$ cat config.mk
export PLATFORM = sky130hd
export DESIGN_NAME = ysyx_22041071_axi_rd_arbiter_flat
export DESIGN_NICKNAME = d
export VERILOG_FILES = /design/src/rtl/ysyx_22041071_axi_rd_arbiter_pkg.sv /design/src/rtl/ysyx_22041071_axi_rd_arbiter_if.sv /design/src/rtl/ysyx_22041071_rr_arb2.sv /design/src/rtl/ysyx_22041071_axi_rd_arbiter.sv /design/src/flat_wrapper.sv
export SDC_FILE = /design/constraint.sdc
export NUM_CORES = 1
export LEC_CHECK = 0
export BUFFER_PORTS_ARGS = -buffer_cell sky130_fd_sc_hd__buf_2
export CORE_AREA = 2 2 193 195
export DETAILED_ROUTE_END_ITERATION = 6
export DIE_AREA = 0 0 195 197
export GPL_TIMING_DRIVEN = 0
export PLACE_DENSITY = 0.55
export SYNTH_ARGS = -nofsm -noshare
export SYNTH_HDL_FRONTEND = slang
export SYNTH_HIERARCHICAL = 1
export SYNTH_SLANG_ARGS = --single-unit
$ cat constraint.sdc
create_clock -name clk -period 1.9 [get_ports clk]
set_clock_uncertainty 0.1 [all_clocks]
set_input_delay 0.38 -clock clk [delete_from_list [all_inputs] [get_ports clk]]
set_output_delay 0.38 -clock clk [all_outputs]
set_load 0.01 [all_outputs]
$ cat src/rtl/ysyx_22041071_axi_rd_arbiter_pkg.sv
`default_nettype none
// ---------------------------------------------------------------------------
// ysyx_22041071_axi_rd_arbiter_pkg
// Shared widths, FSM encoding, AXI IDs and AXI field constants.
// Rev 1.0
// ---------------------------------------------------------------------------
package ysyx_22041071_axi_rd_arbiter_pkg;

   localparam int ADDR_BUS   = 64;
   localparam int DATA_WIDTH = 64;
   localparam int ID_WIDTH   = 4;
   localparam int RESP_WIDTH = 2;

   typedef enum logic [1:0] {
      ST_IDLE = 2'd0,
      ST_ADDR = 2'd1,
      ST_DATA = 2'd2,
      ST_RESP = 2'd3
   } arb_state_t;

   localparam logic [3:0] ID_IF  = 4'd0;
   localparam logic [3:0] ID_MEM = 4'd1;

   localparam logic [1:0] BURST_INCR = 2'b01;
   localparam logic [1:0] RESP_OKAY  = 2'b00;
   localparam logic [2:0] SIZE_8B    = 3'b011;
   localparam logic [7:0] LEN_SINGLE = 8'd0;

endpackage
`default_nettype wire

$ cat src/rtl/ysyx_22041071_axi_rd_arbiter_if.sv
`default_nettype none
// ---------------------------------------------------------------------------
// ysyx_22041071_axi_rd_arbiter_if
// Requester ports (IF/MEM) plus the shared AXI AR/R channel.
// Rev 1.0
// ---------------------------------------------------------------------------
interface ysyx_22041071_axi_rd_arbiter_if #(
   parameter int ADDR_W = 64,
   parameter int DATA_W = 64,
   parameter int ID_W   = 4,
   parameter int RESP_W = 2
);
   logic              if_req_valid;
   logic [ADDR_W-1:0] if_req_addr;
   logic              if_req_ready;
   logic              if_flush;
   logic              if_r_valid;
   logic [DATA_W-1:0] if_r_data;
   logic [ADDR_W-1:0] if_r_addr;
   logic [RESP_W-1:0] if_r_resp;

   logic              mem_req_valid;
   logic [ADDR_W-1:0] mem_req_addr;
   logic [2:0]        mem_req_size;
   logic              mem_req_ready;
   logic              mem_r_valid;
   logic [DATA_W-1:0] mem_r_data;
   logic [RESP_W-1:0] mem_r_resp;

   logic              arvalid;
   logic              arready;
   logic [ADDR_W-1:0] araddr;
   logic [ID_W-1:0]   arid;
   logic [7:0]        arlen;
   logic [2:0]        arsize;
   logic [1:0]        arburst;

   logic              rvalid;
   logic              rready;
   logic [DATA_W-1:0] rdata;
   logic [ID_W-1:0]   rid;
   logic [RESP_W-1:0] rresp;
   logic              rlast;

   modport master (
      input  if_req_valid, if_req_addr, if_flush,
      input  mem_req_valid, mem_req_addr, mem_req_size,
      input  arready, rvalid, rdata, rid, rresp, rlast,
      output if_req_ready, if_r_valid, if_r_data, if_r_addr, if_r_resp,
      output mem_req_ready, mem_r_valid, mem_r_data, mem_r_resp,
      output arvalid, araddr, arid, arlen, arsize, arburst, rready
   );

   modport slave (
      output if_req_valid, if_req_addr, if_flush,
      output mem_req_valid, mem_req_addr, mem_req_size,
      output arready, rvalid, rdata, rid, rresp, rlast,
      input  if_req_ready, if_r_valid, if_r_data, if_r_addr, if_r_resp,
      input  mem_req_ready, mem_r_valid, mem_r_data, mem_r_resp,
      input  arvalid, araddr, arid, arlen, arsize, arburst, rready
   );
endinterface
`default_nettype wire

$ cat src/rtl/ysyx_22041071_rr_arb2.sv
`default_nettype none
// ---------------------------------------------------------------------------
// ysyx_22041071_rr_arb2
// Two-way round-robin grant; last_grant only moves when update is set.
// Rev 1.0
// ---------------------------------------------------------------------------
module ysyx_22041071_rr_arb2 (
   input  wire logic       clk,
   input  wire logic       reset,
   input  wire logic [1:0] req,
   input  wire logic       update,
   output logic      [1:0] grant
);
   // 0: port 0 won the last grant, 1: port 1 did
   logic last_grant;

   always_comb begin
      grant = req;
      if (req == 2'b11) begin
         grant = last_grant ? 2'b01 : 2'b10;
      end
   end

   always_ff @(posedge clk) begin
      if (reset) begin
         last_grant <= 1'b0;
      end else if (update && (grant != 2'b00)) begin
         last_grant <= grant[1];
      end
   end
endmodule
`default_nettype wire

$ cat src/rtl/ysyx_22041071_axi_rd_arbiter.sv
`default_nettype none
// ---------------------------------------------------------------------------
// ysyx_22041071_axi_rd_arbiter
// Shares one single-beat AXI read channel between fetch (port 0) and load (port 1).
// Rev 1.0
// ---------------------------------------------------------------------------
module ysyx_22041071_axi_rd_arbiter
   import ysyx_22041071_axi_rd_arbiter_pkg::*;
#(
   parameter int ADDR_W = ADDR_BUS,
   parameter int DATA_W = DATA_WIDTH,
   parameter int ID_W   = ID_WIDTH,
   parameter int RESP_W = RESP_WIDTH
) (
   input wire logic clk,
   input wire logic reset,
   ysyx_22041071_axi_rd_arbiter_if.master bus
);
   arb_state_t        state;
   logic              owner_mem;
   logic              drop;
   logic [ADDR_W-1:0] if_addr_q;
   logic              arvalid_q;
   logic              rready_q;
   logic [ADDR_W-1:0] araddr_q;
   logic [ID_W-1:0]   arid_q;
   logic [2:0]        arsize_q;
   logic [DATA_W-1:0] data_q;
   logic [RESP_W-1:0] resp_q;
   logic              if_valid_q;
   logic              mem_valid_q;

   logic       idle_ok;
   logic [1:0] grant;
   logic       unused_rlast;

   assign idle_ok      = (state == ST_IDLE) && !reset;
   assign unused_rlast = bus.rlast;

   ysyx_22041071_rr_arb2 u_rr_arb2 (
      .clk    (clk),
      .reset  (reset),
      .req    ({bus.mem_req_valid, bus.if_req_valid}),
      .update (idle_ok),
      .grant  (grant)
   );

   assign bus.if_req_ready  = idle_ok && grant[0];
   assign bus.mem_req_ready = idle_ok && grant[1];

   assign bus.arvalid = arvalid_q;
   assign bus.araddr  = araddr_q;
   assign bus.arid    = arid_q;
   assign bus.arsize  = arsize_q;
   assign bus.arlen   = LEN_SINGLE;
   assign bus.arburst = BURST_INCR;
   assign bus.rready  = rready_q;

   // A flush landing in the RESP cycle itself must still kill the pulse
   assign bus.if_r_valid  = if_valid_q && !bus.if_flush;
   assign bus.if_r_data   = data_q;
   assign bus.if_r_addr   = if_addr_q;
   assign bus.if_r_resp   = resp_q;
   assign bus.mem_r_valid = mem_valid_q;
   assign bus.mem_r_data  = data_q;
   assign bus.mem_r_resp  = resp_q;

   always_ff @(posedge clk) begin
      if (reset) begin
         state       <= ST_IDLE;
         owner_mem   <= 1'b0;
         drop        <= 1'b0;
         if_addr_q   <= '0;
         arvalid_q   <= 1'b0;
         rready_q    <= 1'b0;
         araddr_q    <= '0;
         arid_q      <= '0;
         arsize_q    <= '0;
         data_q      <= '0;
         resp_q      <= '0;
         if_valid_q  <= 1'b0;
         mem_valid_q <= 1'b0;
      end else begin
         if_valid_q  <= 1'b0;
         mem_valid_q <= 1'b0;
         case (state)
            ST_IDLE: begin
               drop <= 1'b0;
               if (grant != 2'b00) begin
                  owner_mem <= grant[1];
                  arvalid_q <= 1'b1;
                  state     <= ST_ADDR;
                  if (grant[1]) begin
                     araddr_q <= bus.mem_req_addr;
                     arid_q   <= ID_W'(ID_MEM);
                     arsize_q <= bus.mem_req_size;
                  end else begin
                     // Fetch always reads the whole aligned doubleword
                     araddr_q  <= {bus.if_req_addr[ADDR_W-1:3], 3'b000};
                     arid_q    <= ID_W'(ID_IF);
                     arsize_q  <= SIZE_8B;
                     if_addr_q <= bus.if_req_addr;
                  end
               end
            end
            ST_ADDR: begin
               if (bus.if_flush && !owner_mem) begin
                  drop <= 1'b1;
               end
               if (bus.arready) begin
                  arvalid_q <= 1'b0;
                  rready_q  <= 1'b1;
                  state     <= ST_DATA;
               end
            end
            ST_DATA: begin
               if (bus.if_flush && !owner_mem) begin
                  drop <= 1'b1;
               end
               // Beats carrying a foreign ID are consumed silently
               if (bus.rvalid && (bus.rid == arid_q)) begin
                  rready_q <= 1'b0;
                  data_q   <= bus.rdata;
                  resp_q   <= bus.rresp;
                  state    <= ST_RESP;
                  if (owner_mem) begin
                     mem_valid_q <= 1'b1;
                  end else begin
                     if_valid_q <= !(drop || bus.if_flush);
                  end
               end
            end
            ST_RESP: begin
               drop  <= 1'b0;
               state <= ST_IDLE;
            end
            default: begin
               state <= ST_IDLE;
            end
         endcase
      end
   end
endmodule
`default_nettype wire
$ cat src/flat_wrapper.sv
// flat-port wrapper written by rule: the top's interface ports become plain ports
module ysyx_22041071_axi_rd_arbiter_flat import ysyx_22041071_axi_rd_arbiter_pkg::*;
#(
   parameter int ADDR_W = ADDR_BUS,
   parameter int DATA_W = DATA_WIDTH,
   parameter int ID_W   = ID_WIDTH,
   parameter int RESP_W = RESP_WIDTH
)
  (clk, reset, bus_if_req_valid, bus_if_req_addr, bus_if_flush, bus_mem_req_valid, bus_mem_req_addr, bus_mem_req_size, bus_arready, bus_rvalid, bus_rdata, bus_rid, bus_rresp, bus_rlast, bus_if_req_ready, bus_if_r_valid, bus_if_r_data, bus_if_r_addr, bus_if_r_resp, bus_mem_req_ready, bus_mem_r_valid, bus_mem_r_data, bus_mem_r_resp, bus_arvalid, bus_araddr, bus_arid, bus_arlen, bus_arsize, bus_arburst, bus_rready);
  ysyx_22041071_axi_rd_arbiter_if #(.ADDR_W(ADDR_W), .DATA_W(DATA_W), .ID_W(ID_W), .RESP_W(RESP_W)) bus_i ();
  input wire logic clk;
  input wire logic reset;
  input wire logic [$bits(bus_i.if_req_valid)-1:0] bus_if_req_valid;
  input wire logic [$bits(bus_i.if_req_addr)-1:0] bus_if_req_addr;
  input wire logic [$bits(bus_i.if_flush)-1:0] bus_if_flush;
  input wire logic [$bits(bus_i.mem_req_valid)-1:0] bus_mem_req_valid;
  input wire logic [$bits(bus_i.mem_req_addr)-1:0] bus_mem_req_addr;
  input wire logic [$bits(bus_i.mem_req_size)-1:0] bus_mem_req_size;
  input wire logic [$bits(bus_i.arready)-1:0] bus_arready;
  input wire logic [$bits(bus_i.rvalid)-1:0] bus_rvalid;
  input wire logic [$bits(bus_i.rdata)-1:0] bus_rdata;
  input wire logic [$bits(bus_i.rid)-1:0] bus_rid;
  input wire logic [$bits(bus_i.rresp)-1:0] bus_rresp;
  input wire logic [$bits(bus_i.rlast)-1:0] bus_rlast;
  output wire logic [$bits(bus_i.if_req_ready)-1:0] bus_if_req_ready;
  output wire logic [$bits(bus_i.if_r_valid)-1:0] bus_if_r_valid;
  output wire logic [$bits(bus_i.if_r_data)-1:0] bus_if_r_data;
  output wire logic [$bits(bus_i.if_r_addr)-1:0] bus_if_r_addr;
  output wire logic [$bits(bus_i.if_r_resp)-1:0] bus_if_r_resp;
  output wire logic [$bits(bus_i.mem_req_ready)-1:0] bus_mem_req_ready;
  output wire logic [$bits(bus_i.mem_r_valid)-1:0] bus_mem_r_valid;
  output wire logic [$bits(bus_i.mem_r_data)-1:0] bus_mem_r_data;
  output wire logic [$bits(bus_i.mem_r_resp)-1:0] bus_mem_r_resp;
  output wire logic [$bits(bus_i.arvalid)-1:0] bus_arvalid;
  output wire logic [$bits(bus_i.araddr)-1:0] bus_araddr;
  output wire logic [$bits(bus_i.arid)-1:0] bus_arid;
  output wire logic [$bits(bus_i.arlen)-1:0] bus_arlen;
  output wire logic [$bits(bus_i.arsize)-1:0] bus_arsize;
  output wire logic [$bits(bus_i.arburst)-1:0] bus_arburst;
  output wire logic [$bits(bus_i.rready)-1:0] bus_rready;
  assign bus_i.if_req_valid = bus_if_req_valid;
  assign bus_i.if_req_addr = bus_if_req_addr;
  assign bus_i.if_flush = bus_if_flush;
  assign bus_i.mem_req_valid = bus_mem_req_valid;
  assign bus_i.mem_req_addr = bus_mem_req_addr;
  assign bus_i.mem_req_size = bus_mem_req_size;
  assign bus_i.arready = bus_arready;
  assign bus_i.rvalid = bus_rvalid;
  assign bus_i.rdata = bus_rdata;
  assign bus_i.rid = bus_rid;
  assign bus_i.rresp = bus_rresp;
  assign bus_i.rlast = bus_rlast;
  assign bus_if_req_ready = bus_i.if_req_ready;
  assign bus_if_r_valid = bus_i.if_r_valid;
  assign bus_if_r_data = bus_i.if_r_data;
  assign bus_if_r_addr = bus_i.if_r_addr;
  assign bus_if_r_resp = bus_i.if_r_resp;
  assign bus_mem_req_ready = bus_i.mem_req_ready;
  assign bus_mem_r_valid = bus_i.mem_r_valid;
  assign bus_mem_r_data = bus_i.mem_r_data;
  assign bus_mem_r_resp = bus_i.mem_r_resp;
  assign bus_arvalid = bus_i.arvalid;
  assign bus_araddr = bus_i.araddr;
  assign bus_arid = bus_i.arid;
  assign bus_arlen = bus_i.arlen;
  assign bus_arsize = bus_i.arsize;
  assign bus_arburst = bus_i.arburst;
  assign bus_rready = bus_i.rready;
  ysyx_22041071_axi_rd_arbiter #(.ADDR_W(ADDR_W), .DATA_W(DATA_W), .ID_W(ID_W), .RESP_W(RESP_W)) u_core (.clk(clk), .reset(reset), .bus(bus_i));
endmodule
; ---- Word-level counts from Yosys, hierarchy flattened
; Index checks and enable logic that the tools add are counted.
; Widths: inputs -> output; s select.
[totals]
register_bits = 210
input_bits = 209
output_inout_bits = 283
word_cells = 70
[classes]
eq_ne = 9
n_mux = 18
bitwise = 3
n_reduce_logical = 26
[op_table]
columns = cell, count
row1 = $mux 64, 1
row2 = $reduce_and 3->1, 4
row3 = $mux 2, 5
row4 = $pmux 2 s4, 1
row5 = $logic_and 1x1->1, 7
row6 = $mux 1, 7
row7 = $eq 2x2->1 const B, 3
row8 = $pmux 1 s2, 3
row9 = $reduce_bool 2->1, 3
row10 = $eq 4x4->1, 1
row11 = $logic_not 1->1, 4
row12 = $ne 2x1->1 const B, 2
row13 = $ne 2x2->1 const B, 2
row14 = $reduce_and 2->1, 2
row15 = $reduce_or 2->1, 2
row16 = $reduce_or 4->1, 1
row17 = $mux 3, 1
row18 = $not 1->1, 3
row19 = $reduce_or 3->1, 1
row20 = $eq 2x1->1 const B, 1
row21 = $logic_not 2->1, 1
row22 = $logic_or 1x1->1, 1

; ---- Logic depth before layout (Yosys ltp)
[logic_depth]
word_depth = 5
ltp_mapped = 7
depth_no_buf = 6

; ---- By module
; Netlist, hierarchy kept.
[by_module_without_submodules]
columns = mod, instances, cells_per_inst, area_per_inst_um2, seq_area_each_um2
row1 = ysyx_22041071_axi_rd_arbiter, 1, 994, 8364.3, 4103.9
row2 = ysyx_22041071_rr_arb2, 1, 7, 65.1, 20.0

; ---- Worst setup path after synthesis
; Ideal clock, no wire load.
[synth_timing]
kind = input to register
from = input port bus_if_req_valid
to = register u_core.araddr_q[17] (netlist: u_core/bus.araddr[17])
setup_ns = 0.086
arrival_ns = 1.541
required_time_ns = 1.714
path_slack_ns = 0.173
stages = 6
n_path_buf = 2
cell_sequence = a21boi_0 > o21a_1 > buf_2 > clkbuf_1 > nor2_1 > a211oi_1
[synth_between]
elab_chain_len = 4
word_cells_on_any_way = 5
classes_between = eq/ne (1) / mux (2) / reduce/logical (2)
[synth_rtl]
columns = element, line
row1 = "start, declared", flat_wrapper.sv:13  ; input wire logic [$bits(bus_i.if_req_valid)-1:0] bus_if_req_valid;
row2 = $eq 2x2->1, ysyx_22041071_rr_arb2.sv:19  ; if (req == 2'b11) begin
row3 = $mux 2 *, ysyx_22041071_rr_arb2.sv:19
row4 = $reduce_bool 2->1, ysyx_22041071_axi_rd_arbiter.sv:89  ; if (grant != 2'b00) begin
row5 = $reduce_and 2->1 (no line), --
row6 = "end signal, assigned", ysyx_22041071_axi_rd_arbiter.sv:94  ; araddr_q <= bus.mem_req_addr;
row7 = "end signal, assigned", ysyx_22041071_axi_rd_arbiter.sv:99  ; araddr_q <= {bus.if_req_addr[ADDR_W-1:3], 3'b000};
row8 = "end, declared", ysyx_22041071_axi_rd_arbiter.sv:25  ; logic [ADDR_W-1:0] araddr_q;
; Mark *: on every way between the ends. The rest lies on a longest branch, timed or not.
; A chain may end at the register's enable or synchronous reset.

; ---- Worst setup path in the final report
[layout_timing]
from = register u_core.state[0]
to = output port bus_if_req_ready
[layout_between]
elab_chain_len = 3
[layout_rtl]
columns = element, line
row1 = "start, declared", ysyx_22041071_axi_rd_arbiter.sv:19  ; arb_state_t state;
row2 = "start signal, assigned", ysyx_22041071_axi_rd_arbiter.sv:70  ; state <= ST_IDLE;
row3 = "start signal, assigned", ysyx_22041071_axi_rd_arbiter.sv:92  ; state <= ST_ADDR;
row4 = "start signal, assigned", ysyx_22041071_axi_rd_arbiter.sv:113  ; state <= ST_DATA;
row5 = $logic_not 2->1, ysyx_22041071_axi_rd_arbiter.sv:37  ; assign idle_ok = (state == ST_IDLE) && !reset;
row6 = $logic_and 1x1->1, ysyx_22041071_axi_rd_arbiter.sv:37
row7 = named net u_core.idle_ok, ysyx_22041071_axi_rd_arbiter.sv:33  ; logic idle_ok;
row8 = $logic_and 1x1->1, ysyx_22041071_axi_rd_arbiter.sv:48  ; assign bus.if_req_ready = idle_ok && grant[0];
row9 = "end, declared", flat_wrapper.sv:25  ; output wire logic [$bits(bus_i.if_req_ready)-1:0] bus_if_req_ready;
; The timed path passes the listed nets, and every way through them passes these cells.

==> metrics.md <==
| Metric | Value |
|---|---|
| Final weighted congestion of routability-driven global placement | `between 0.8 and 0.9` |
| Row cnt | `70` |
| Worst Setup SP | `u_core/state[0]$_SDFFE_PP0P_` |
| Reg2reg path depth | `8` |
| Required @ worst endpoint | `between 1000 and 1500 ps` |
| Drt drc | `0` |
| Number of sinks on the clock net | `approximately 210` |
| Unrepaired setup endpoints after global routing | `true` |
| Grt total ovfl | `0` |
| Minimum clock period | `~2100 ps` |
| Pins Over Slew Limit | `0` |
| Core area | `around 36000 um2` |
| Final standard cell area without fillers | `between 10000 and 15000 um2` |
| Setup tns final | `-409 ps` |
| Via count of the first global-routing pass | `about 9000` |
| Yosys synthesis warning count | `6` |
| Setup Crit Path Kind | `reg2out` |
| Failing checks | `negative setup slack` |
| Worst-case setup margin in the final layout | `-213 ps` |
| Total Nets Final | `around 1800` |
| Area fraction in compound gates after synthesis | `between 10 and 15%` |
| Number of violations of the max-capacitance limit | `0` |
| Area share of xor/xnor cells in the synthesized design | `0.104%` |
| Clock buffer depth | `3` |
| Total setup violations reported at the end of the flow | `2` |
| Number of antenna violations at the first check in global routing | `2` |
| Sequential cell area fraction in the yosys report | `between 40% and 50%` |
| Overall die height | `197 um` |
| Detailed Route WL | `around 37 mm` |
| Leading post-synthesis cells by cell area | `dfxtp_1, nand2_1, a21oi_1` |
| Number of flops mapped to enable cells by yosys | `0` |
| Proportion of layout cells with a drive suffix above 1 | `42.2%` |
| Synthesized cell area | `around 8400 um2` |
| Capture instance of the worst register-to-register path | `u_core/bus.araddr[40]$_SDFFE_PP0P_` |
| Number of top-level design ports | `492` |
| Die boundary width | `a little under 200 um` |
| Simple-gate share of the synthesized area | `~17%` |
| CTS tree | `built` |
| Arrival time at the worst endpoint | `1630 ps` |
| Endpoint kind of the worst setup timing path | `output port` |
| Iteration count of the initial detailed-routing pass | `4` |
| Transition at the pin with the smallest max-transition slack | `a little under 700 ps` |
| Area of placed instances | `approximately 11000 um2` |
| Final HPWL DP | `between 20 and 30 mm` |
| Average size of a mapped cell | `8.42 um2` |
| Largest fanout on the critical path | `4` |
| Final ANT Viol Nets | `0` |
| Period utilization | `111%` |
| Maximum clock rate | `around 470 MHz` |
| Worst slew margin relative to its limit | `between 50% and 60%` |
| Reg clk slew, reported paths | `roughly 60 ps` |
| Wire length of the first global-routing pass | `between 50 and 60 mm` |
| Worst Setup Start Kind | `flip-flop` |
| Origin of the critical flop-to-flop path | `u_core/u_rr_arb2/last_grant$_SDFFE_PP0P_` |
| R2r setup slk | `approximately 100 ps` |
| # port buffers | `477` |
| Worst slack, placed | `-846 ps` |
| Most used standard cell by instance count after synthesis | `nand2_1` |
| Routed via count | `9101` |
| Number of DRC markers after the initial detailed-route iteration | `between 200 and 250` |
| Share of synthesized flip-flops with an asynchronous set or reset | `0%` |
| Static leakage | `~6.5 nW` |
| Last element of the critical path | `bus_if_req_ready` |
| Status | `finished, violations left` |
| Power density over cell area | `roughly 1100 nW/um2` |
| Worst supply voltage drop on vdd | `around 610 uV` |
| Cell depth of the worst min-delay path | `3` |
| Count of unique library cells instantiated by Yosys | `34` |
| Most common flop cell mapped by yosys | `dfxtp_1` |
| Global routing usage summed across all routing layers | `18.0%` |
| Class of the tightest hold or removal check | `in2reg` |
| Combinational family with the most area after synthesis | `simple AND/OR/NAND/NOR gates` |
| Maximum number of pins on one net before global-route repair | `13` |
| Mux share of post-synthesis cell area | `around 7.4%` |
| Final-report hold violation count | `0` |
| Avg WL per Cell | `~17 um` |
| Flip-flop and latch count after synthesis | `just over 200` |
| Buffer type at the clock tree root | `clkbuf_16` |
| Leading post-synthesis cells by instance count | `nand2_1, dfxtp_1, a21oi_1` |
| Synth top area share | `roughly half` |
| Library cell occupying the most area in the post-synthesis netlist | `dfxtp_1` |
| Area added between synthesis and finish | `59.9%` |
| Worst-Skew Late Latency | `520 ps` |
| Overall die area | `about 38000 um2` |
| Fill cell count | `~3800` |
| Adder-cell area share of the yosys netlist | `less than 1%` |
| Initial core utilization | `between 20 and 25%` |
| Number of buffers created by CTS | `25` |
| Mapped Cells | `about 1000` |
| Depth of the CTS H-tree | `1` |
| Via count normalized by instance count | `4.33` |
cell type report:
type                       count  area (um2)  area share, %
antenna                        1        2.50         0.0186
multi-input combinational    647        3500           25.9
inverter                       5        18.8          0.139
buffer                       154        1120           8.30
clock inverter                 8        71.3          0.529
sequential                   206        4130           30.6
clock buffer                  37         711           5.27
timing repair buffer         575        3350           24.8
tap                          468         586           4.34
kinds of logic after synthesis:
kind of cell | count (synthesis)
AO/OA/AOI/OAI | 212
adder cells (fa/ha/maj) | 3
other | 2
multiplexers | 62
buffers and inverters | 159
AND/OR/NAND/NOR | 356
flip-flops | 206
XOR/XNOR | 1
cell usage in the layout, fill, tap and decap left out, types with 2 or more instances in the layout:
cell / count
and2_4: 2
nand2b_1: 2
clkbuf_4: 7
dlygate4sd3_1: 85
nand3_1: 4
clkbuf_1: 28
a211oi_1: 52
buf_2: 482
nor3_1: 3
o21ai_0: 3
a211oi_2: 11
clkbuf_16: 27
buf_4: 106
nand2_1: 265
o21a_1: 2
dfxtp_1: 203
nor2b_1: 2
nor2_1: 67
nand3b_1: 4
a21oi_1: 137
mux2i_1: 62
clkbuf_8: 6
conb_1: 13
buf_6: 11
inv_2: 2
clkinv_2: 5
inv_1: 3
dfxtp_2: 3
clkbuf_2: 12
through the flow:
step                power (mW)  hold slack [ps]  std cells  util, %
finish                    14.7             14.1       2101     37.2
global route              15.6             5.75       2100     37.2
CTS                       14.7            0.626       2095     36.6
detailed placement        9.51              345       1957     31.6
global placement          9.44              338       1957     31.6
floorplan                 7.59              330       1012        -
timing repair:
action / in CTS / in global routing
hold buffers: 83 / 2
hold endpoints to repair: 83 / 2
pin swaps: 2 / 1
gates resized for setup: 53 / 60
endpoints found under the setup margin: 169 / 155
buffers inserted: 10 / 3
worst min path at each step:
stage                                           from                                     to  slack [ps]
2_1_floorplan               u_core/drop$_SDFFE_PP0P_               u_core/drop$_SDFFE_PP0P_         330
3_3_place_gp       u_core/bus.araddr[2]$_SDFFE_PP0P_      u_core/bus.araddr[2]$_SDFFE_PP0P_         340
3_5_place_dp   u_core/bus.if_r_addr[63]$_SDFFE_PP0P_  u_core/bus.if_r_addr[63]$_SDFFE_PP0P_         340
4_1_cts                          bus_if_req_addr[54]  u_core/bus.if_r_addr[54]$_SDFFE_PP0P_         0.6
5_1_grt                           bus_if_req_addr[4]   u_core/bus.if_r_addr[4]$_SDFFE_PP0P_           6
6_report                         bus_if_req_addr[27]  u_core/bus.if_r_addr[27]$_SDFFE_PP0P_          10
where the power goes:
group | internal [mW] | switching, mW
sequential | 5.01 | 0.380
combinational | 2.03 | 2.72
clock | 2.72 | 1.89
critical path: stages (launching register included):
cell	delay, ps
dfxtp_2	340
inv_2	50
ha_4	160
clkbuf_16	140
nor2b_4	130
and2_4	170
buf_6	110
sequential cells by signal (all words and copies together) (netlist names):
signal / cells
u_core/bus.if_r_data: 64
u_core/if_valid_q: 1
u_core/bus.arsize: 3
u_core/bus.rready: 1
u_core/bus.if_r_addr: 64
u_core/state: 2
u_core/bus.if_r_resp: 2
u_core/drop: 1
u_core/u_rr_arb2/last_grant: 1
u_core/bus.arvalid: 1
u_core/bus.mem_r_valid: 1
u_core/bus.araddr: 64
u_core/owner_mem: 1
layer usage:
| metal | part of all wire, % | global-route usage, % | vias up |
|---|---|---|---|
| li1 | - | - | 4472 |
| met1 | 38 | 19.4 | 4218 |
| met2 | 52 | 34.3 | 356 |
| met3 | 7.5 | 4.77 | 53 |
| met4 | 2.4 | 5.09 | 2 |
| met5 | 0.025 | 0 | - |
Power figures use the tool's default switching activity.
